<file path="src/rtl/rcon_pkg.sv">
// rcon_pkg: shared definitions for the AES round-constant generator.
//   - key_len encodings
//   - per-mode sequence lengths (10 / 8 / 7)
//   - final forward Rcon value per mode (start point of the reverse sequence)
//   - FSM state enum
//   - lookup helpers
// Optional feature macro used elsewhere in this slice: RCON_INVERSE_EN.
package rcon_pkg;

  localparam logic [1:0] KEY_LEN_128  = 2'b00;
  localparam logic [1:0] KEY_LEN_192  = 2'b01;
  localparam logic [1:0] KEY_LEN_256  = 2'b10;
  localparam logic [1:0] KEY_LEN_RSVD = 2'b11;

  localparam logic [3:0] LIMIT_128 = 4'd10;
  localparam logic [3:0] LIMIT_192 = 4'd8;
  localparam logic [3:0] LIMIT_256 = 4'd7;

  localparam logic [7:0] FINAL_128 = 8'h36;
  localparam logic [7:0] FINAL_192 = 8'h80;
  localparam logic [7:0] FINAL_256 = 8'h40;

  typedef enum logic [1:0] {
    ST_IDLE = 2'b00,
    ST_RUN  = 2'b01,
    ST_DONE = 2'b10
  } state_e;

  // Number of round constants for a key length; the reserved code behaves as AES-128.
  function automatic logic [3:0] limit_of(input logic [1:0] key_len);
    logic [3:0] lim;
    case (key_len)
      KEY_LEN_128: lim = LIMIT_128;
      KEY_LEN_192: lim = LIMIT_192;
      KEY_LEN_256: lim = LIMIT_256;
      default:     lim = LIMIT_128;
    endcase
    return lim;
  endfunction

  // Last forward round constant for a key length (first value when running in reverse).
  function automatic logic [7:0] final_of(input logic [1:0] key_len);
    logic [7:0] val;
    case (key_len)
      KEY_LEN_128: val = FINAL_128;
      KEY_LEN_192: val = FINAL_192;
      KEY_LEN_256: val = FINAL_256;
      default:     val = FINAL_128;
    endcase
    return val;
  endfunction

endpackage

</file>
<file path="src/rtl/rcon_seq_gen_gf_xtime.sv">
// gf_xtime: combinational GF(2^8) multiply-by-x, reduced by POLY.
// With RCON_INVERSE_EN defined, an extra input selects the inverse
// operation (divide by x), used to walk the Rcon sequence backwards.
// Ports:
//   a   in  8  operand
//   inv in  1  (RCON_INVERSE_EN only) 1 = divide by x
//   y   out 8  result
module gf_xtime
  import rcon_pkg::*;
#(
  parameter logic [7:0] POLY = 8'h1B
) (
  input  logic [7:0] a,
`ifdef RCON_INVERSE_EN
  input  logic       inv,
`endif
  output logic [7:0] y
);

  logic [7:0] fwd_s;

  assign fwd_s = {a[6:0], 1'b0} ^ (a[7] ? POLY : 8'h00);

`ifdef RCON_INVERSE_EN
  logic [7:0] rev_s;

  // An odd value can only come from a reduced shift, so undo the reduction
  // and restore the bit that fell off the top.
  assign rev_s = a[0] ? (((a ^ POLY) >> 3'd1) | 8'h80) : (a >> 3'd1);

  // Select multiply or divide by x.
  always_comb begin
    if (inv) begin
      y = rev_s;
    end else begin
      y = fwd_s;
    end
  end
`else
  // Forward-only build: multiply by x.
  always_comb begin
    y = fwd_s;
  end
`endif

endmodule

</file>
<file path="src/rtl/rcon_seq_gen.sv">
// rcon_seq_gen: sequential AES round-constant generator.
// Emits one Rcon value per valid/ready handshake after a start pulse;
// each value is derived from the previous one by GF(2^8) xtime.
// Optional feature macro: RCON_INVERSE_EN (adds 'dir' for reverse order).
// Ports:
//   clk        in   1      clock, rising edge
//   rst_n      in   1      asynchronous active-low reset
//   start      in   1      begin (or restart) a sequence
//   key_len    in   2      00=128, 01=192, 10=256, 11=treated as 128
//   rcon_ready in   1      consumer accepts current value
//   dir        in   1      (RCON_INVERSE_EN only) 1 = reverse sequence
//   rcon_valid out  1      rcon holds a valid value
//   rcon       out  8      current round constant
//   rcon_idx   out  IDX_W  1-based index of current value
//   rcon_last  out  1      current value is the final one
//   done       out  1      one-cycle pulse after last value accepted
//   busy       out  1      sequence in progress
module rcon_seq_gen
  import rcon_pkg::*;
#(
  parameter logic [7:0] POLY      = 8'h1B,
  parameter logic [7:0] RCON_INIT = 8'h01,
  parameter int         IDX_W     = 4
) (
  input  logic             clk,
  input  logic             rst_n,
  input  logic             start,
  input  logic [1:0]       key_len,
  input  logic             rcon_ready,
`ifdef RCON_INVERSE_EN
  input  logic             dir,
`endif
  output logic             rcon_valid,
  output logic [7:0]       rcon,
  output logic [IDX_W-1:0] rcon_idx,
  output logic             rcon_last,
  output logic             done,
  output logic             busy
);

  state_e           state_r, state_n;
  logic [7:0]       rcon_r, rcon_n;
  logic [IDX_W-1:0] idx_r, idx_n;
  logic [IDX_W-1:0] limit_r, limit_n;
  logic             valid_r, valid_n;
  logic             last_r, last_n;
  logic             done_r, done_n;
  logic             busy_r, busy_n;

  logic [7:0]       step_s;
  logic [IDX_W-1:0] idx_step_s;
  logic [IDX_W-1:0] end_idx_s;
  logic [IDX_W-1:0] start_limit_s;
  logic             handshake_s;

  assign start_limit_s = IDX_W'(limit_of(key_len));
  assign handshake_s   = valid_r & rcon_ready;

`ifdef RCON_INVERSE_EN
  logic dir_r, dir_n;

  // Reverse mode counts the index down and finishes at 1.
  assign idx_step_s = dir_r ? (idx_r - IDX_W'(1)) : (idx_r + IDX_W'(1));
  assign end_idx_s  = dir_r ? IDX_W'(1) : limit_r;

  gf_xtime #(.POLY(POLY)) u_xtime (
    .a   (rcon_r),
    .inv (dir_r),
    .y   (step_s)
  );
`else
  assign idx_step_s = idx_r + IDX_W'(1);
  assign end_idx_s  = limit_r;

  gf_xtime #(.POLY(POLY)) u_xtime (
    .a (rcon_r),
    .y (step_s)
  );
`endif

  // Next-state and next-output logic; start overrides any same-cycle handshake.
  always_comb begin
    state_n = state_r;
    rcon_n  = rcon_r;
    idx_n   = idx_r;
    limit_n = limit_r;
    valid_n = valid_r;
    last_n  = last_r;
    done_n  = 1'b0;
    busy_n  = busy_r;
`ifdef RCON_INVERSE_EN
    dir_n   = dir_r;
`endif

    if (start) begin
      state_n = ST_RUN;
      limit_n = start_limit_s;
      valid_n = 1'b1;
      last_n  = 1'b0;
      busy_n  = 1'b1;
`ifdef RCON_INVERSE_EN
      dir_n   = dir;
      if (dir) begin
        rcon_n = final_of(key_len);
        idx_n  = start_limit_s;
      end else begin
        rcon_n = RCON_INIT;
        idx_n  = IDX_W'(1);
      end
`else
      rcon_n  = RCON_INIT;
      idx_n   = IDX_W'(1);
`endif
    end else begin
      case (state_r)
        ST_IDLE: begin
          valid_n = 1'b0;
          last_n  = 1'b0;
          busy_n  = 1'b0;
        end
        ST_RUN: begin
          if (handshake_s) begin
            if (last_r) begin
              // rcon keeps its final value; it is don't-care while invalid.
              state_n = ST_DONE;
              valid_n = 1'b0;
              last_n  = 1'b0;
              done_n  = 1'b1;
              busy_n  = 1'b0;
            end else begin
              rcon_n  = step_s;
              idx_n   = idx_step_s;
              last_n  = (idx_step_s == end_idx_s);
            end
          end else begin
            state_n = ST_RUN;
          end
        end
        ST_DONE: begin
          state_n = ST_IDLE;
        end
        default: begin
          state_n = ST_IDLE;
          valid_n = 1'b0;
          last_n  = 1'b0;
          busy_n  = 1'b0;
        end
      endcase
    end
  end

  // State and output registers.
  always_ff @(posedge clk or negedge rst_n) begin
    if (!rst_n) begin
      state_r <= ST_IDLE;
      rcon_r  <= 8'h00;
      idx_r   <= '0;
      limit_r <= '0;
      valid_r <= 1'b0;
      last_r  <= 1'b0;
      done_r  <= 1'b0;
      busy_r  <= 1'b0;
`ifdef RCON_INVERSE_EN
      dir_r   <= 1'b0;
`endif
    end else begin
      state_r <= state_n;
      rcon_r  <= rcon_n;
      idx_r   <= idx_n;
      limit_r <= limit_n;
      valid_r <= valid_n;
      last_r  <= last_n;
      done_r  <= done_n;
      busy_r  <= busy_n;
`ifdef RCON_INVERSE_EN
      dir_r   <= dir_n;
`endif
    end
  end

  assign rcon_valid = valid_r;
  assign rcon       = rcon_r;
  assign rcon_idx   = idx_r;
  assign rcon_last  = last_r;
  assign done       = done_r;
  assign busy       = busy_r;

endmodule

</file>
<file path="config.mk">
export PLATFORM = sky130hd
export DESIGN_NAME = rcon_seq_gen
export DESIGN_NICKNAME = d
export VERILOG_FILES = /design/src/rtl/rcon_pkg.sv /design/src/rtl/rcon_seq_gen_gf_xtime.sv /design/src/rtl/rcon_seq_gen.sv
export SDC_FILE = /design/constraint.sdc
export NUM_CORES = 1
export LEC_CHECK = 0
export ABC_AREA = 1
export BUFFER_PORTS_ARGS = -buffer_cell sky130_fd_sc_hd__buf_2
export CORE_MARGIN = 2
export CORE_UTILIZATION = 40
export DETAILED_ROUTE_END_ITERATION = 7
export PLACE_DENSITY = 0.74
export SYNTH_ARGS = -nofsm -noshare
export SYNTH_HDL_FRONTEND = slang
export SYNTH_SLANG_ARGS = --single-unit
</file>
<file path="constraint.sdc">
create_clock -name clk -period 2.2 [get_ports clk]
set_input_delay 0.33 -clock clk [delete_from_list [all_inputs] [get_ports clk]]
set_output_delay 0.33 -clock clk [all_outputs]
set_load 0.05 [all_outputs]
</file>
==> results of run 1 <==
-- sequential cells by signal, summed over array words and instances (netlist names) --
signal,count
rcon,8
rcon_idx,4
end_idx_s,3
state_r,2
busy,1
done,1
rcon_last,1
-- per-stage QoR --
stage	std cells	worst slack, ns	hold WS [ns]	area, µm²
6_report	165	0.717	0.285	1130
3_5_place_dp	160	0.827	0.306	1070
3_3_place_gp	160	0.859	0.300	1070
4_1_cts	165	0.694	0.288	1130
2_1_floorplan	114	0.673	0.0344	950
5_1_grt	165	0.614	0.290	1130
-- report_power, final --
group	total, mW	leakage, nW	switching [mW]	internal [mW]
clock network	0.302	0.0279	0.118	0.184
logic	0.274	0.310	0.199	0.0744
registers	0.441	0.256	0.0430	0.398
total	1.02	0.594	0.360	0.657
-- worst paths after layout --
check	from	endpoint	slack (ns)	cells past startpoint
max	rcon_idx[0]	rcon_idx[0]	0.72	1
min	key_len[1]	end_idx_s[1]	0.29	3
max reg2reg	rcon_idx[0]	rcon_last	0.80	9
min reg2reg	busy	busy	0.53	2
max in group asynchronous	rst_n	end_idx_s[3]	1.41	2
min in group asynchronous	rst_n	rcon[1]	0.48	2
-- layer usage --
metal  up-vias  wire [µm]  global-route usage, %
met3         4         65                   2.57
met1       371        884                   20.7
met5         -          0                      0
met2        19        895                   24.6
met4         0         27                   7.69
li1        409          -                      -
-- cells in the final DEF (no fill, tap or decap), types with 5 or more instances in the layout --
master / instances
nand2_1: 30
dfrtp_1: 20
nor2_1: 6
o22ai_1: 6
o21ai_1: 5
nand3_1: 5
inv_1: 18
buf_2: 21
-- logic make-up (layout without fill, tap and decap cells) --
kind of cell | after synthesis | in the layout
buf+inv | 23 | 46
flops | 20 | 20
xor+xnor | 3 | 3
compound gates | 18 | 18
fa+ha+maj | 1 | 1
simple gates | 49 | 49
-- synthesized netlist by cell type --
cell and number:
xnor2_1 3, a21oi_1 2, nand3_1 5, nor4_1 2, buf_4 1, o21ai_1 5
o21bai_1 1, nand4_1 2, buf_1 1, o22ai_1 6, o22a_1 1, nor3_1 1
nand2_2 1, o21ai_0 3, nand2_1 30, inv_1 18, nor2_2 2, inv_2 2
ha_1 1, buf_6 1, dfrtp_1 20, nor2_1 6
-- area by class of cell --
cell class / count / area, µm²
fillers: 240 / 1100
flip-flops and latches: 20 / 500
multi-input cells: 71 / 352
repair buffers: 22 / 115
inverters: 20 / 75.1
well taps: 28 / 35.0
clock inverters: 1 / 30.0
clock buffers: 3 / 22.5
==> run metrics, run 1 <==
Rows=17; Detailed Routing Iterations Pass 1=4; P_leak=0.594 nW; layout cells sized above 1=21.9%; power per cell area=~900 mW/mm²; Sink Count=20; crit path max fanout=9; CP Cell Sequence=buf_2; Cells after Synth=114; Clock Path Buffers=2; Clk Latency, worst-skew pair=0.30 ns; Clock Skews=between 0.0015 and 0.002 ns; Distinct cells, synth=22; hold_buf cts=1; final setup violation count=0; mux cell area share after synthesis=0%; diode count=0; crit path capture type=output pin; DR WL/cell=11.4 µm; post-route clock period utilization=between 60% and 70%; number of H-tree levels=1; Post-CTS Setup Inserts=0; syn_area_per_cell=~8.3 µm²; Synth area leaders=dfrtp_1 (53%), nand2_1 (12%), inv_1 (7.1%), o22ai_1 (4.0%), xnor2_1 (2.8%); compound-cell area share of the yosys netlist=10.9%; Ports=22; Crit path max-delay family=flip-flops; register area share after synthesis=52.7%; min cycle time layout=1.48 ns; Yosys top cell by area=dfrtp_1; Root Driver=clkbuf_4; RSZ-0062 raised after global routing=false; vias in the first global route=741; Slew @ Worst Pin=0.436 ns; DRT iter0 DRCs=14; synthesis-stage register bit count=20; CTS clk-pin slew, worst paths=0.12 ns; post-synthesis simple-gate area fraction=22.0%; Num CTS Buffers=3; Post-Route WL=between 1500 and 2000 µm; Slew Limit Headroom=approximately 71%; initial antenna violation count=0; Netlist Area Pre-Place=950 µm²; count of antenna-violating nets left after detailed routing=0; # port buffers=21; via count=around 800; CP max stage cell=dfrtp_1; detailed placement HPWL=1420 µm; grt ovf=0; sum of buffers and inverters on the critical path=1; starting density of the core=a little over two fifths; Die H=52.7 µm; WP data arrival=1.15 ns; DR DRC count=0; Final Util=50.6%; # resized after CTS=0; xor-xnor portion of the synthesized cell area=2.77%; largest net degree at the start of global routing=21; Tot Pwr=~1.0 mW; max incr delay on CP=0.52 ns; Area growth syn-to-layout=19.0%; Ys Warns=0; worst vdd ir=about 0.00045 V; required time at the worst-slack endpoint=1.87 ns; RePlAce Congestion=0.797; core area=around 0.0022 mm²; final net count=145; crit start category=register; Synthesized Nets=121; CTS tree=built; Post-Synth Adder-Cell Area=1.32%; Tightest Hold Check Type=input port to register; die area=0.00278 mm²; Crit Path Class=register to output pin; global-route wire length before repair=3150 µm; GRT Overall Usage=15.6%; max-slew violation count=0; status=finished clean; count of final hold-check violations=0; DR vias/cell=a little under 5; FMAX=674 MHz; top cell type's share of synthesized area=52.7%; post-route setup TNS=0 ns; Die Width=52.7 µm; main combinational cell family by area after synthesis=simple AND/OR/NAND/NOR gates; max-cap violation count=0
Note: power is estimated with default switching activity, not from simulation.
==> run 2, diff against run 1 <==
ABC_AREA = 0   (was 1)
PLACE_DENSITY = 0.76   (was 0.74)
clock period = 1.3 ns   (was 2.2 ns; I/O delays follow)
==> run 2 against run 1 <==
  * The flow now finishes with violations (setup timing)
  * Clock power increased by 71%
  * Sequential power up 65%
  * Critical endpoint is now rcon[0]
  * Via count shrank 7.8%
  * Register-to-register slack worse by 0.85 ns
  * Largest power group unchanged
  * Global-route usage shrank 0.24 points
  * Cell count shrank 9.7%
  * Combinational power increased by 110%
  * Non-clock buffer count is 10 higher
  * Routed wire length increased by 2.7%
  * Utilization rose by 3.6 points
==> run metrics, run 2 <==
max incr delay on CP=~0.41 ns; vias in the first global route=740; Post-DP Area=0.00114 mm²; Crit path max-delay family=simple AND/OR/NAND/NOR gates; RSZ-0062 raised after global routing=true; FF-to-FF End=rcon[0]; Commonest cells post-synth=dfrtp_1 (20), nor2_1 (10), xnor2_1 (8), mux2i_1 (5), nand2b_1 (4); layout cells sized above 1=~45%; detailed placement HPWL=1260 µm; R2R depth=5; Ys Warns=0; Largest register FFs=8; CP Cell Sequence=nand4b_4 > nor2_8 > buf_6 > nor2b_2 > a211o_2; Rows=18; # port buffers=21; Num CTS Buffers=3; starting density of the core=41.2%; Synthesized Nets=95; CTS clk-pin slew, worst paths=0.12 ns; power per cell area=1370 mW/mm²; P_leak=0.594 nW; Post-Route WL=1930 µm; register area share after synthesis=50.0%; count leader, synth=dfrtp_1; via count=740; Synth area leaders=dfrtp_1 (50%), xnor2_1 (7.0%), mux2i_1 (5.0%), a211oi_2 (3.8%), nor2_1 (3.8%); Root Driver=clkbuf_4; top cell type's share of synthesized area=50.0%; most frequent cells in the layout=buf_2 (16), dfrtp_1 (15), nor2_1 (10); Sink Count=20; hold endpoint=end_idx_s[1]; commonest non-fill, non-tap cell in the layout=buf_2; reg2reg start=state_r[1]; Netlist Area Pre-Place=0.00100 mm²; global-route wire length before repair=roughly 3200 µm; FMAX=around 740 MHz; final worst slack=-0.0522 ns; sum of buffers and inverters on the critical path=1; Cells after Synth=88; max-slew violation count=0; Die H=~54 µm; crit path max fanout=6; Clock Path Buffers=2; Die Width=54.0 µm; non-filler instance count after layout=149; GRT Overall Usage=approximately 15%; final net count=approximately 130; Slew @ Worst Pin=0.443 ns; grt ovf=0; required time at the worst-slack endpoint=1.51 ns; Clk Latency, worst-skew pair=0.31 ns; CTS tree=built; die area=0.00292 mm²; Detailed Routing Iterations Pass 1=3; failing checks=setup timing; initial antenna violation count=0; Ports=22; R2R setup slack=-0.05 ns; crit path capture type=register; number of enable flip-flop cells after synthesis=0; count of final hold-check violations=0; syn_area_per_cell=~11 µm²; Yosys top cell by area=dfrtp_1; Design Area, Final=0.00132 mm²; Clock Skews=0.00235 ns; Most used DFF post-synth=dfrtp_1; Worst Hold Launch=key_len[0]; DR DRC count=0; WP data arrival=1.56 ns; number of H-tree levels=1; crit start category=register; Crit Path Class=register to register; status=finished, violations left; worst vdd ir=0.000986 V; count of antenna-violating nets left after detailed routing=0; synthesis-stage register bit count=20; Distinct cells, synth=28; diode count=0; Slew Limit Headroom=between 70% and 80%; Area growth syn-to-layout=31.6%; DR vias/cell=4.97; ys async rst share=100%; RePlAce Congestion=0.711; crit path from=state_r[1]; CP max stage cell=dfrtp_1; Post-Place Cells=137; core area=0.00243 mm²; post-route clock period utilization=104%; min cycle time layout=approximately 1.4 ns; pre-CTS setup slack=-0.0466 ns; largest net degree at the start of global routing=22; Worst Hold Depth=2; DRT iter0 DRCs=5; max-cap violation count=0; final setup violation count=7; DR WL/cell=12.9 µm; Tightest Hold Check Type=input port to register
==> run 2: changes by cell type after synthesis, moves of 3 or more <==
cell      delta
a21o_1       +3
nor2b_1      +3
a211oi_2     +3
nand3_1      -3
inv_1       -16
nand2_1     -27
nand2b_1     +4
nor2_1       +4
mux2i_1      +5
o21ai_1      -5
o22ai_1      -6
xnor2_1      +5
==> run 2: report_power, final <==
part	total [mW]	internal, mW	switching, mW
Combinational	0.565	0.242	0.322
Clock	0.516	0.312	0.204
Sequential	0.729	0.672	0.0568
==> run 2: logic make-up (layout without fill, tap and decap cells) <==
| kind of cell | count (synthesis) | in the layout | share of synthesized area [%] |
|---|---|---|---|
| xor gates and xnor gates | 10 | 10 | 8.75 |
| AOI/OAI and AO/OA | 14 | 14 | 10.9 |
| adders and majority gates | 1 | 1 | 1.25 |
| and+or+nand+nor | 31 | 31 | 19.1 |
| buffers and inverters | 7 | 38 | 5.00 |
| DFF | 20 | 20 | 50.0 |
| muxes | 5 | 5 | 5.00 |
==> run 2: area by class of cell <==
cell class	instances	area [µm²]
tap	30	37.5
clock inverter	1	30.0
clock buffer	3	22.5
multi-input combinational	61	480
inverter	2	7.51
sequential	20	507
fill	234	1110
timing repair buffer	32	233
==> run 2: worst reg2reg max path, stage by stage (launching register included) <==
cell and delay, ns:
dfrtp_1 0.41, nand4b_4 0.26, nor2_8 0.17, buf_6 0.13, nor2b_2 0.04, a211o_2 0.25
==> run 2: routing by layer <==
metal / up-vias / share of wire (%) / track usage [%] / wire (µm)
met4: 0 / 1.2 / 5.00 / 23
met3: 4 / 5.4 / 5.83 / 103
met1: 358 / 44 / 17.4 / 841
met5: - / 0 / 0 / 0
met2: 19 / 50 / 26.6 / 957
li1: 359 / - / - / -
==> run 2: worst max path at each step <==
stage	depth (start not counted)	to	slack [ns]
after floorplan	5	rcon[5]	-0.11
after global placement	4	rcon[0]	0.02
after detailed placement	5	rcon[4]	-0.05
after CTS	4	rcon[0]	-0.03
after global routing	5	rcon[0]	-0.10
final	5	rcon[0]	-0.05
==> run 2: what timing repair did <==
| item | in CTS | in global routing |
|---|---|---|
| gates resized for setup | 6 | 12 |
| hold endpoints to repair | 20 | 0 |
| hold buffers | 1 | 0 |
| endpoints found under the setup margin | 8 | 16 |
| pin swaps | 0 | 1 |
| setup buffers | 2 | 5 |
==> run 2: metrics by stage <==
step	hold WS [ns]	util, %	TNS (ns)	total power [mW]
after floorplan	-0.101	-	-0.390	1.11
after global placement	0.156	47.0	0	1.19
after detailed placement	0.167	47.0	-0.0910	1.21
after CTS	0.0667	50.8	-0.0622	1.75
after global routing	0.0512	54.2	-0.871	1.90
final	0.0716	54.2	-0.175	1.81
==> run 3, diff against run 2 <==
SKIP_CTS_REPAIR_TIMING = 1   (was default)
==> run 3 against run 2 <==
  * Largest cell class unchanged
  * Clock power about the same
  * First-iteration DRC count up 20%
  * The flow still finishes with violations (setup timing)
  * Critical endpoint unchanged
  * Routed wire length grew 1.1%
  * Register-to-register slack barely moved
  * Via count rose by 1.1%
  * Critical path depth did not move
  * Cell count grew 0.67%
==> run metrics, run 3 (synthesis gave the netlist of run 2 again) <==
initial antenna violation count=0; diode count=0; largest net degree at the start of global routing=22; WP data arrival=1.55 ns; FMAX=746 MHz; crit path from=state_r[1]; Detailed Routing Iterations Pass 1=3; CTS tree=built; Filler Cell Count=~240; max incr delay on CP=0.41 ns; Slew Limit Headroom=a little over two thirds; max-slew violation count=0; P_leak=0.601 nW; Reg area=507 µm²; Area growth syn-to-layout=33.3%; grt ovf=0; Rows=18; commonest non-fill, non-tap cell in the layout=buf_2; final setup violation count=6; DRT iter0 DRCs=6; Slew @ Worst Pin=0.445 ns; layout cells sized above 1=45.0%; final net count=roughly 130; Die H=~54 µm; Clock Path Buffers=2; Largest register FFs=8; Sink Count=20; count of antenna-violating nets left after detailed routing=0; global-route wire length before repair=about 3100 µm; DR DRC count=0; worst vdd ir=0.000976 V; footprint of the multi-input gates=480 µm²; DR WL/cell=13.0 µm; most frequent cells in the layout=buf_2 (16), dfrtp_1 (15), nor2_1 (10); Post-Route WL=just under 2000 µm; status=finished, violations left; core area=0.00243 mm²; RSZ-0062 raised after global routing=true; Root Driver=clkbuf_4; GRT Overall Usage=15.1%; Ports=22; required time at the worst-slack endpoint=between 1.5 and 2 ns; Die Width=54.0 µm; die area=a little under 0.003 mm²; Crit Path Class=register to register; count of final hold-check violations=0; vias in the first global route=between 700 and 800; crit path capture type=register; CP max stage cell=dfrtp_1; Num CTS Buffers=3; final worst slack=-0.0411 ns; reg2reg start=state_r[1]; RePlAce Congestion=between 0.7 and 0.8; number of H-tree levels=1; CTS clk-pin slew, worst paths=0.12 ns; failing checks=setup timing; post-route clock period utilization=103%; Clock Skews=0.00438 ns; starting density of the core=41.2%; Tightest Hold Check Type=input port to register; crit start category=register; Post-DP Area=roughly 0.0011 mm²; CP Cell Sequence=nand4b_4 > nor2_8 > buf_12 > nor2b_2 > a211o_2; max-cap violation count=0; Clk Latency, worst-skew pair=~0.31 ns; Design Area, Final=0.00133 mm²; via count=roughly 750; crit path max fanout=6; Final Util=54.8%; power per cell area=1360 mW/mm²; min cycle time layout=1.34 ns; DR vias/cell=4.99; Worst Hold Launch=key_len[0]; # port buffers=21; detailed placement HPWL=1260 µm
run 3: cell count changes in the layout (fill, tap and decap cells not counted):
cell / delta
buf_12: +1
buf_4: -1
buf_6: -1
clkbuf_4: +2
run 3: metrics by stage:
stage,setup WS (ns),std cells,power [mW],hold WS (ns),TNS (ns)
floorplan,-0.109,88,1.11,-0.101,-0.390
global placement,0.0183,137,1.19,0.156,0
detailed placement,-0.0466,137,1.21,0.167,-0.0910
CTS,-0.0599,141,1.72,-0.181,-0.259
global route,-0.101,150,1.92,0.0514,-0.925
finish,-0.0411,150,1.82,0.0686,-0.0861
run 3: area by class of cell:
class | instances | share of cell area [%]
clock buffer | 3 | 1.69
clock inverter | 1 | 2.25
inverter | 2 | 0.563
multi-input combinational | 61 | 36.0
sequential | 20 | 38.0
tap | 30 | 2.81
timing repair buffer | 33 | 18.7
run 3: worst paths after layout:
check	end	slack, ns	depth (start not counted)
max	rcon[0]	-0.04	5
max in group asynchronous	busy	0.61	2
min	end_idx_s[1]	0.07	2
max reg2reg	rcon[0]	-0.04	5
min in group asynchronous	done	0.36	2
min reg2reg	end_idx_s[3]	0.51	1
run 3: critical path: cells and delay by family, from the launching register on:
kind | cells | cell delay [ns]
AOI/OAI and AO/OA | 1 | 0.25
DFF | 1 | 0.41
and+or+nand+nor | 3 | 0.46
buffers and inverters | 1 | 0.13
run 3: power by group:
| part | total, mW | internal, mW | switching (mW) |
|---|---|---|---|
| combinational | 0.573 | 0.250 | 0.323 |
| sequential | 0.729 | 0.672 | 0.0563 |
| clock | 0.518 | 0.312 | 0.206 |
run 3: layer usage:
metal | track usage [%] | up-vias | wire length (µm)
met5 | 0 | - | 0
li1 | - | 361 | -
met4 | 5.00 | 0 | 23
met2 | 26.2 | 19 | 968
met3 | 5.83 | 4 | 107
met1 | 16.9 | 364 | 847
